--- config.mk ---
export PLATFORM = sky130hd
export DESIGN_NAME = wb_port_arbiter
export DESIGN_NICKNAME = d
export VERILOG_FILES = /design/src/rtl/wb_arb_pkg.sv /design/src/rtl/wb_pend_fifo.sv /design/src/rtl/wb_port_arbiter.sv
export SDC_FILE = /design/constraint.sdc
export NUM_CORES = 1
export LEC_CHECK = 0
export ABC_AREA = 1
export BUFFER_PORTS_ARGS = -buffer_cell sky130_fd_sc_hd__buf_2
export CAP_MARGIN = 20
export CORE_ASPECT_RATIO = 0.5
export CORE_MARGIN = 2
export CORE_UTILIZATION = 52
export CTS_CLUSTER_DIAMETER = 30
export DETAILED_ROUTE_END_ITERATION = 8
export PLACE_DENSITY_LB_ADDON = 0.08
export SETUP_SLACK_MARGIN = 0.1
export SYNTH_ARGS = -nofsm -noshare
export SYNTH_HDL_FRONTEND = slang
export SYNTH_HIERARCHICAL = 1
export SYNTH_SLANG_ARGS = --single-unit
--- constraint.sdc ---
create_clock -name clk -period 3.2 [get_ports clk]
set_input_delay 0.16 -clock clk [delete_from_list [all_inputs] [get_ports clk]]
set_output_delay 0.16 -clock clk [all_outputs]
set_load 0.05 [all_outputs]
--- src/rtl/wb_arb_pkg.sv ---
// Shared types for the register-file write-port arbiter: entry layout,
// arbiter state encoding and a register decode helper.
package wb_arb_pkg;

    localparam int REG_W    = 3;
    localparam int DATA_W   = 16;
    localparam int NUM_REGS = 1 << REG_W;

    typedef struct packed {
        logic              live;
        logic [REG_W-1:0]  rd;
        logic [DATA_W-1:0] data;
    } pend_entry_t;

    typedef enum logic [1:0] {
        IDLE  = 2'd0,
        PEND  = 2'd1,
        FORCE = 2'd2
    } arb_state_t;

    function automatic logic [NUM_REGS-1:0] reg_onehot(input logic [REG_W-1:0] r);
        return NUM_REGS'(1) << r;
    endfunction

endpackage

--- src/rtl/wb_pend_fifo.sv ---
// Circular queue of long-unit results awaiting a write-port slot, with
// per-register kill and the pending-register mask for the hazard unit.
module wb_pend_fifo
    import wb_arb_pkg::*;
#(
    parameter int DEPTH = 2
) (
    input  logic                      clk,
    input  logic                      rst,
    input  logic                      push,
    input  pend_entry_t               push_entry,
    input  logic                      pop,
    input  logic                      kill,
    input  logic [REG_W-1:0]          kill_reg,
    output pend_entry_t               head,
    output logic                      full,
    output logic                      empty,
    output logic [$clog2(DEPTH):0]    count,
    output logic [NUM_REGS-1:0]       pend_mask
);

    localparam int AW = $clog2(DEPTH);

    logic [AW-1:0]     wr_ptr;
    logic [AW-1:0]     rd_ptr;
    logic [DEPTH-1:0]  live;
    logic [REG_W-1:0]  rd_mem   [DEPTH];
    logic [DATA_W-1:0] data_mem [DEPTH];

    always_ff @(posedge clk or posedge rst) begin
        if (rst) begin
            wr_ptr <= '0;
            rd_ptr <= '0;
            count  <= '0;
            live   <= '0;
        end else begin
            if (push) wr_ptr <= wr_ptr + 1'b1;
            if (pop)  rd_ptr <= rd_ptr + 1'b1;
            case ({push, pop})
                2'b10:   count <= count + 1'b1;
                2'b01:   count <= count - 1'b1;
                default: ;
            endcase
            // A pushed entry never matches kill_reg: same-register pushes are dropped upstream.
            for (int i = 0; i < DEPTH; i++) begin
                if (push && (AW'(i) == wr_ptr))
                    live[i] <= push_entry.live;
                else if (pop && (AW'(i) == rd_ptr))
                    live[i] <= 1'b0;
                else if (kill && (rd_mem[i] == kill_reg))
                    live[i] <= 1'b0;
            end
        end
    end

    always_ff @(posedge clk) begin
        if (push) begin
            rd_mem[wr_ptr]   <= push_entry.rd;
            data_mem[wr_ptr] <= push_entry.data;
        end
    end

    assign full  = (count == (AW+1)'(DEPTH));
    assign empty = (count == '0);

    always_comb begin
        head.live = live[rd_ptr];
        head.rd   = rd_mem[rd_ptr];
        head.data = data_mem[rd_ptr];
    end

    // A write-back to the register retires its hazard in the same cycle.
    always_comb begin
        pend_mask = '0;
        for (int i = 0; i < DEPTH; i++) begin
            if (live[i] && !(kill && (rd_mem[i] == kill_reg)))
                pend_mask = pend_mask | reg_onehot(rd_mem[i]);
        end
    end

endmodule

--- src/rtl/wb_port_arbiter.sv ---
// Shares the single register-file write port between pipeline write-back
// and queued long-unit results, forcing a bubble when the queue head starves.
module wb_port_arbiter
    import wb_arb_pkg::*;
#(
    parameter int DEPTH      = 2,
    parameter int STARVE_MAX = 4
) (
    input  logic                  clk,
    input  logic                  rst,
    input  logic                  wb_valid,
    input  logic [REG_W-1:0]      wb_reg,
    input  logic [DATA_W-1:0]     wb_data,
    input  logic                  lu_valid,
    input  logic [REG_W-1:0]      lu_reg,
    input  logic [DATA_W-1:0]     lu_data,
    output logic                  lu_ready,
    output logic                  rf_we,
    output logic [REG_W-1:0]      rf_reg,
    output logic [DATA_W-1:0]     rf_data,
    output logic                  stall_req,
    output logic [NUM_REGS-1:0]   pend_mask,
    output logic                  arb_err
);

    localparam int AW = $clog2(DEPTH);
    localparam int CW = $clog2(STARVE_MAX) + 1;

    arb_state_t    state;
    arb_state_t    state_next;
    logic [CW-1:0] starve_cnt;
    pend_entry_t   head;
    pend_entry_t   push_entry;
    logic          full;
    logic          empty;
    logic [AW:0]   count;
    logic [AW:0]   occ_next;
    logic          forcing;
    logic          wb_eff;
    logic          drop;
    logic          push;
    logic          pop;
    logic          starve_hit;

    // In FORCE the write-back write is discarded, so it neither kills nor drops.
    assign forcing    = (state == FORCE);
    assign wb_eff     = wb_valid && !forcing;
    assign drop       = wb_eff && (wb_reg == lu_reg);
    assign lu_ready   = !full;
    assign push       = lu_valid && !full && !drop;
    assign pop        = !empty && (forcing || !wb_valid || !head.live);
    assign occ_next   = count + (AW+1)'(push) - (AW+1)'(pop);
    assign starve_hit = !empty && !pop && (starve_cnt == CW'(STARVE_MAX - 1));

    always_comb begin
        push_entry.live = 1'b1;
        push_entry.rd   = lu_reg;
        push_entry.data = lu_data;
    end

    wb_pend_fifo #(
        .DEPTH (DEPTH)
    ) u_fifo (
        .clk        (clk),
        .rst        (rst),
        .push       (push),
        .push_entry (push_entry),
        .pop        (pop),
        .kill       (wb_eff),
        .kill_reg   (wb_reg),
        .head       (head),
        .full       (full),
        .empty      (empty),
        .count      (count),
        .pend_mask  (pend_mask)
    );

    always_ff @(posedge clk or posedge rst) begin
        if (rst) state <= IDLE;
        else     state <= state_next;
    end

    always_comb begin
        state_next = state;
        case (state)
            IDLE:    if (push) state_next = PEND;
            PEND: begin
                if (occ_next == '0)  state_next = IDLE;
                else if (starve_hit) state_next = FORCE;
            end
            FORCE:   state_next = (occ_next == '0) ? IDLE : PEND;
            default: state_next = IDLE;
        endcase
    end

    always_comb begin
        stall_req = (state == FORCE);
        rf_we     = 1'b0;
        rf_reg    = wb_reg;
        rf_data   = wb_data;
        if (forcing || !wb_valid) begin
            rf_we   = head.live;
            rf_reg  = head.rd;
            rf_data = head.data;
        end else begin
            rf_we   = 1'b1;
        end
        if (rst) rf_we = 1'b0;
    end

    // Counts cycles the current head has waited unwritten; any pop restarts it.
    always_ff @(posedge clk or posedge rst) begin
        if (rst)                starve_cnt <= '0;
        else if (pop || empty)  starve_cnt <= '0;
        else                    starve_cnt <= starve_cnt + 1'b1;
    end

    always_ff @(posedge clk or posedge rst) begin
        if (rst)                      arb_err <= 1'b0;
        else if (forcing && wb_valid) arb_err <= 1'b1;
    end

endmodule
==> summary.md <==
| Metric | Value |
|---|---|
| Status | `finished clean` |
| Worst-Margin Slew | `848 ps` |
| Worst vdd ir | `~0.42 mV` |
| Critical path class | `register to output port` |
| N_diodes | `0` |
| Unrepaired setup endpoints after global routing | `no` |
| Setup bufs post-CTS | `0` |
| Finish-stage setup viols | `0` |
| DP HPWL | `about 4200 µm` |
| Syn_area_per_cell | `around 8.0 µm²` |
| Data arrival, critical path | `~2200 ps` |
| Yosys reg bits | `50` |
| R2R Path Start | `u_fifo/rd_ptr` |
| R2R cell count | `17` |
| Global-route wire length before repair | `roughly 9100 µm` |
| Area delta synth->final | `20.0%` |
| Fmax | `around 0.43 GHz` |
| Final Slew Violations | `0` |
| Pwr/cell area | `about 810 nW/µm²` |
| Endpoints failing hold | `0` |
| Vias in the first global route | `about 2000` |
| 1st-pass router iterations | `4` |
| Vias | `around 2400` |
| CP Launch Point | `state[1]` |
| Number of DRC markers in iteration 0 | `95` |
| Min-delay worst type | `input pin to register` |
| Drt drc | `0` |
| Reg2reg end | `state[0]` |
| Layout Utilization | `around two thirds` |
| Clk sinks | `50` |
| IO Pins | `73` |
| Final Cell Area | `roughly 3300 µm²` |
| Leakage dissipation | `roughly 0.0017 µW` |
| DIE WIDTH | `roughly 110 µm` |
| Final wirelength | `~6000 µm` |
| TNS Setup | `0 ps` |
| Clk slew on worst S/H paths | `90 ps` |
| Initial core utilization | `54.5%` |
| Critical path launch point type | `register` |
| Initial antenna violation count | `0` |
| Top cell type's share of synthesized area | `42.1%` |
| Synth area leader | `edfxtp_1` |
| Clock latency on the worst-skew pair | `approximately 300 ps` |
| Sequential fraction of the synthesis area | `roughly 53%` |
| Die area | `slightly below 6000 µm²` |
| Fin crit share | `73.1%` |
| Min cycle time layout | `between 2000 and 2500 ps` |
| Number of port buffers | `72` |
| Final worst slack | `862 ps` |
| Layout Cells excl Fill | `about 490` |
| Distinct cells, synth | `24` |
| Root buf cell | `clkbuf_8` |
| Vias/cell | `a little under 5` |
| Pre-CTS setup slack | `a little over 900 ps` |
| Mapped Cells | `between 300 and 400` |
| GR Util All Layers | `between 20% and 30%` |
| DP Cell Count | `around 480` |
| Pin count of the biggest net entering global routing | `27` |
| Critical path peak fanout | `26` |
| Final nets | `~460` |
| Die height | `~55 µm` |
| Synth Warn # | `6` |
| Area contributors post-synth | `edfxtp_1 42%, nand2_1 21%, dfrtp_1 11%` |
| Post-Syn Area | `between 2000 and 3000 µm²` |
| CP endpoint kind | `output port` |
| Fill count | `about 440` |
| Core area | `approximately 5000 µm²` |
| FP Rows | `18` |
| Max_cap viols | `0` |
| Grt total ovfl | `0` |
| Share of cells above drive strength 1 | `a little under a quarter` |
| Max-Slew Margin vs Limit | `43.4%` |
| Crit path capture | `pend_mask[0]` |
| Post-CTS Hold Fix Bufs | `1` |
| Worst clock skew | `about 7.3 ps` |
| H-tree levels | `2` |
| Clock tree from TritonCTS | `built` |
| Worst R2R Setup Slack | `940 ps` |
| Crit path required time | `between 3000 and 4000 ps` |
| ANT nets after route | `0` |
| Placed Area | `3130 µm²` |
| CTS buffer count | `5` |
| Post_cts resized | `0` |
| Wire per inst | `between 10 and 15 µm` |
| Gpl congestion | `0.808` |
| CTS max path bufs | `2` |
==> kinds of logic after synthesis <==
| kind of cell | Yosys count | synth area share [%] |
|---|---|---|
| compound gates | 14 | 2.68 |
| xor+xnor | 3 | 0.969 |
| fa+ha+maj | 5 | 2.31 |
| buf+inv | 51 | 7.61 |
| flops | 50 | 53.1 |
| other cells | 1 | 0.138 |
| simple gates | 217 | 33.2 |
==> metal layers <==
| layer | vias to the layer above | track usage (%) | wire length [µm] |
|---|---|---|---|
| li1 | 1226 | - | - |
| met1 | 1071 | 25.7 | 2640 |
| met2 | 58 | 37.7 | 2890 |
| met3 | 3 | 5.97 | 281 |
| met4 | 0 | 3.95 | 21 |
| met5 | - | 0 | 0 |
==> layout by cell type, fill, tap and decap left out, types with 6 or more instances in the layout <==
| cell | synthesis | routed |
|---|---|---|
| dfrtp_1 | 12 | 12 |
| nand2_1 | 153 | 153 |
| inv_2 | 8 | 8 |
| o21ai_0 | 10 | 10 |
| inv_1 | 34 | 34 |
| edfxtp_1 | 38 | 38 |
| nand3_1 | 22 | 22 |
| nor2_1 | 16 | 15 |
| nor3_1 | 16 | 16 |
| buf_2 | 6 | 72 |
| nand2_2 | 6 | 6 |
==> how the worst min path moves through the flow <==
stage | start | end | slack, ps | cells past startpoint
after floorplan | rst | arb_err | -50 | 1
after global placement | rst | state[0] | 120 | 2
after detailed placement | rst | state[1] | 120 | 2
after CTS | lu_data[10] | u_fifo/data_mem[1][10] | 30 | 1
after global routing | lu_data[13] | u_fifo/data_mem[0][13] | 10 | 1
final | lu_data[2] | u_fifo/data_mem[0][2] | 40 | 1
==> cells in the mapped netlist, drive strengths merged <==
master  count
edfxtp     38
inv        42
nor3       16
nand4       1
xor2        2
buf         8
clkbuf      1
nand3b      1
a21oi       3
ha          5
o21bai      1
o21ai      10
nand3      22
dfrtp      12
nand2     160
conb        1
nor2       17
xnor2       1
==> area by class of cell <==
cell class	instances	area [µm²]	share of cell area [%]
timing repair buffer	75	385	11.8
clock inverter	3	42.5	1.31
clock buffer	5	68.8	2.11
tap	70	87.6	2.69
sequential	50	1440	44.3
inverter	42	158	4.84
multi-input combinational	241	1070	32.9
==> critical path, stage by stage, from the launching register on <==
cell and delay (ps):
dfrtp_1 430, nand2_2 120, nand2_4 180, inv_2 380
nand2_1 120, nor2_2 130, nand2_2 130, nand3_1 110
nand2_1 60, buf_2 200
==> power breakdown <==
part	internal, µW	total [µW]	switching (µW)
logic	335	1190	860
registers	873	984	110
clock network	233	442	209
==> registers in the layout (all words and copies together) (netlist names) <==
signal and flops:
u_fifo/rd_mem 6, u_fifo/live 2, u_fifo/data_mem 32, u_fifo/count 2, u_fifo/wr_ptr 1, u_fifo/rd_ptr 1
state 2, starve_cnt 3, arb_err 1
==> per-stage QoR <==
step	total power, µW	hold slack, ps
final	2620	42.0
after global routing	2830	13.0
after CTS	2650	28.3
after detailed placement	2200	122
after global placement	2160	118
after floorplan	1920	-49.0
No activity file was read; power rests on OpenSTA's default activity.
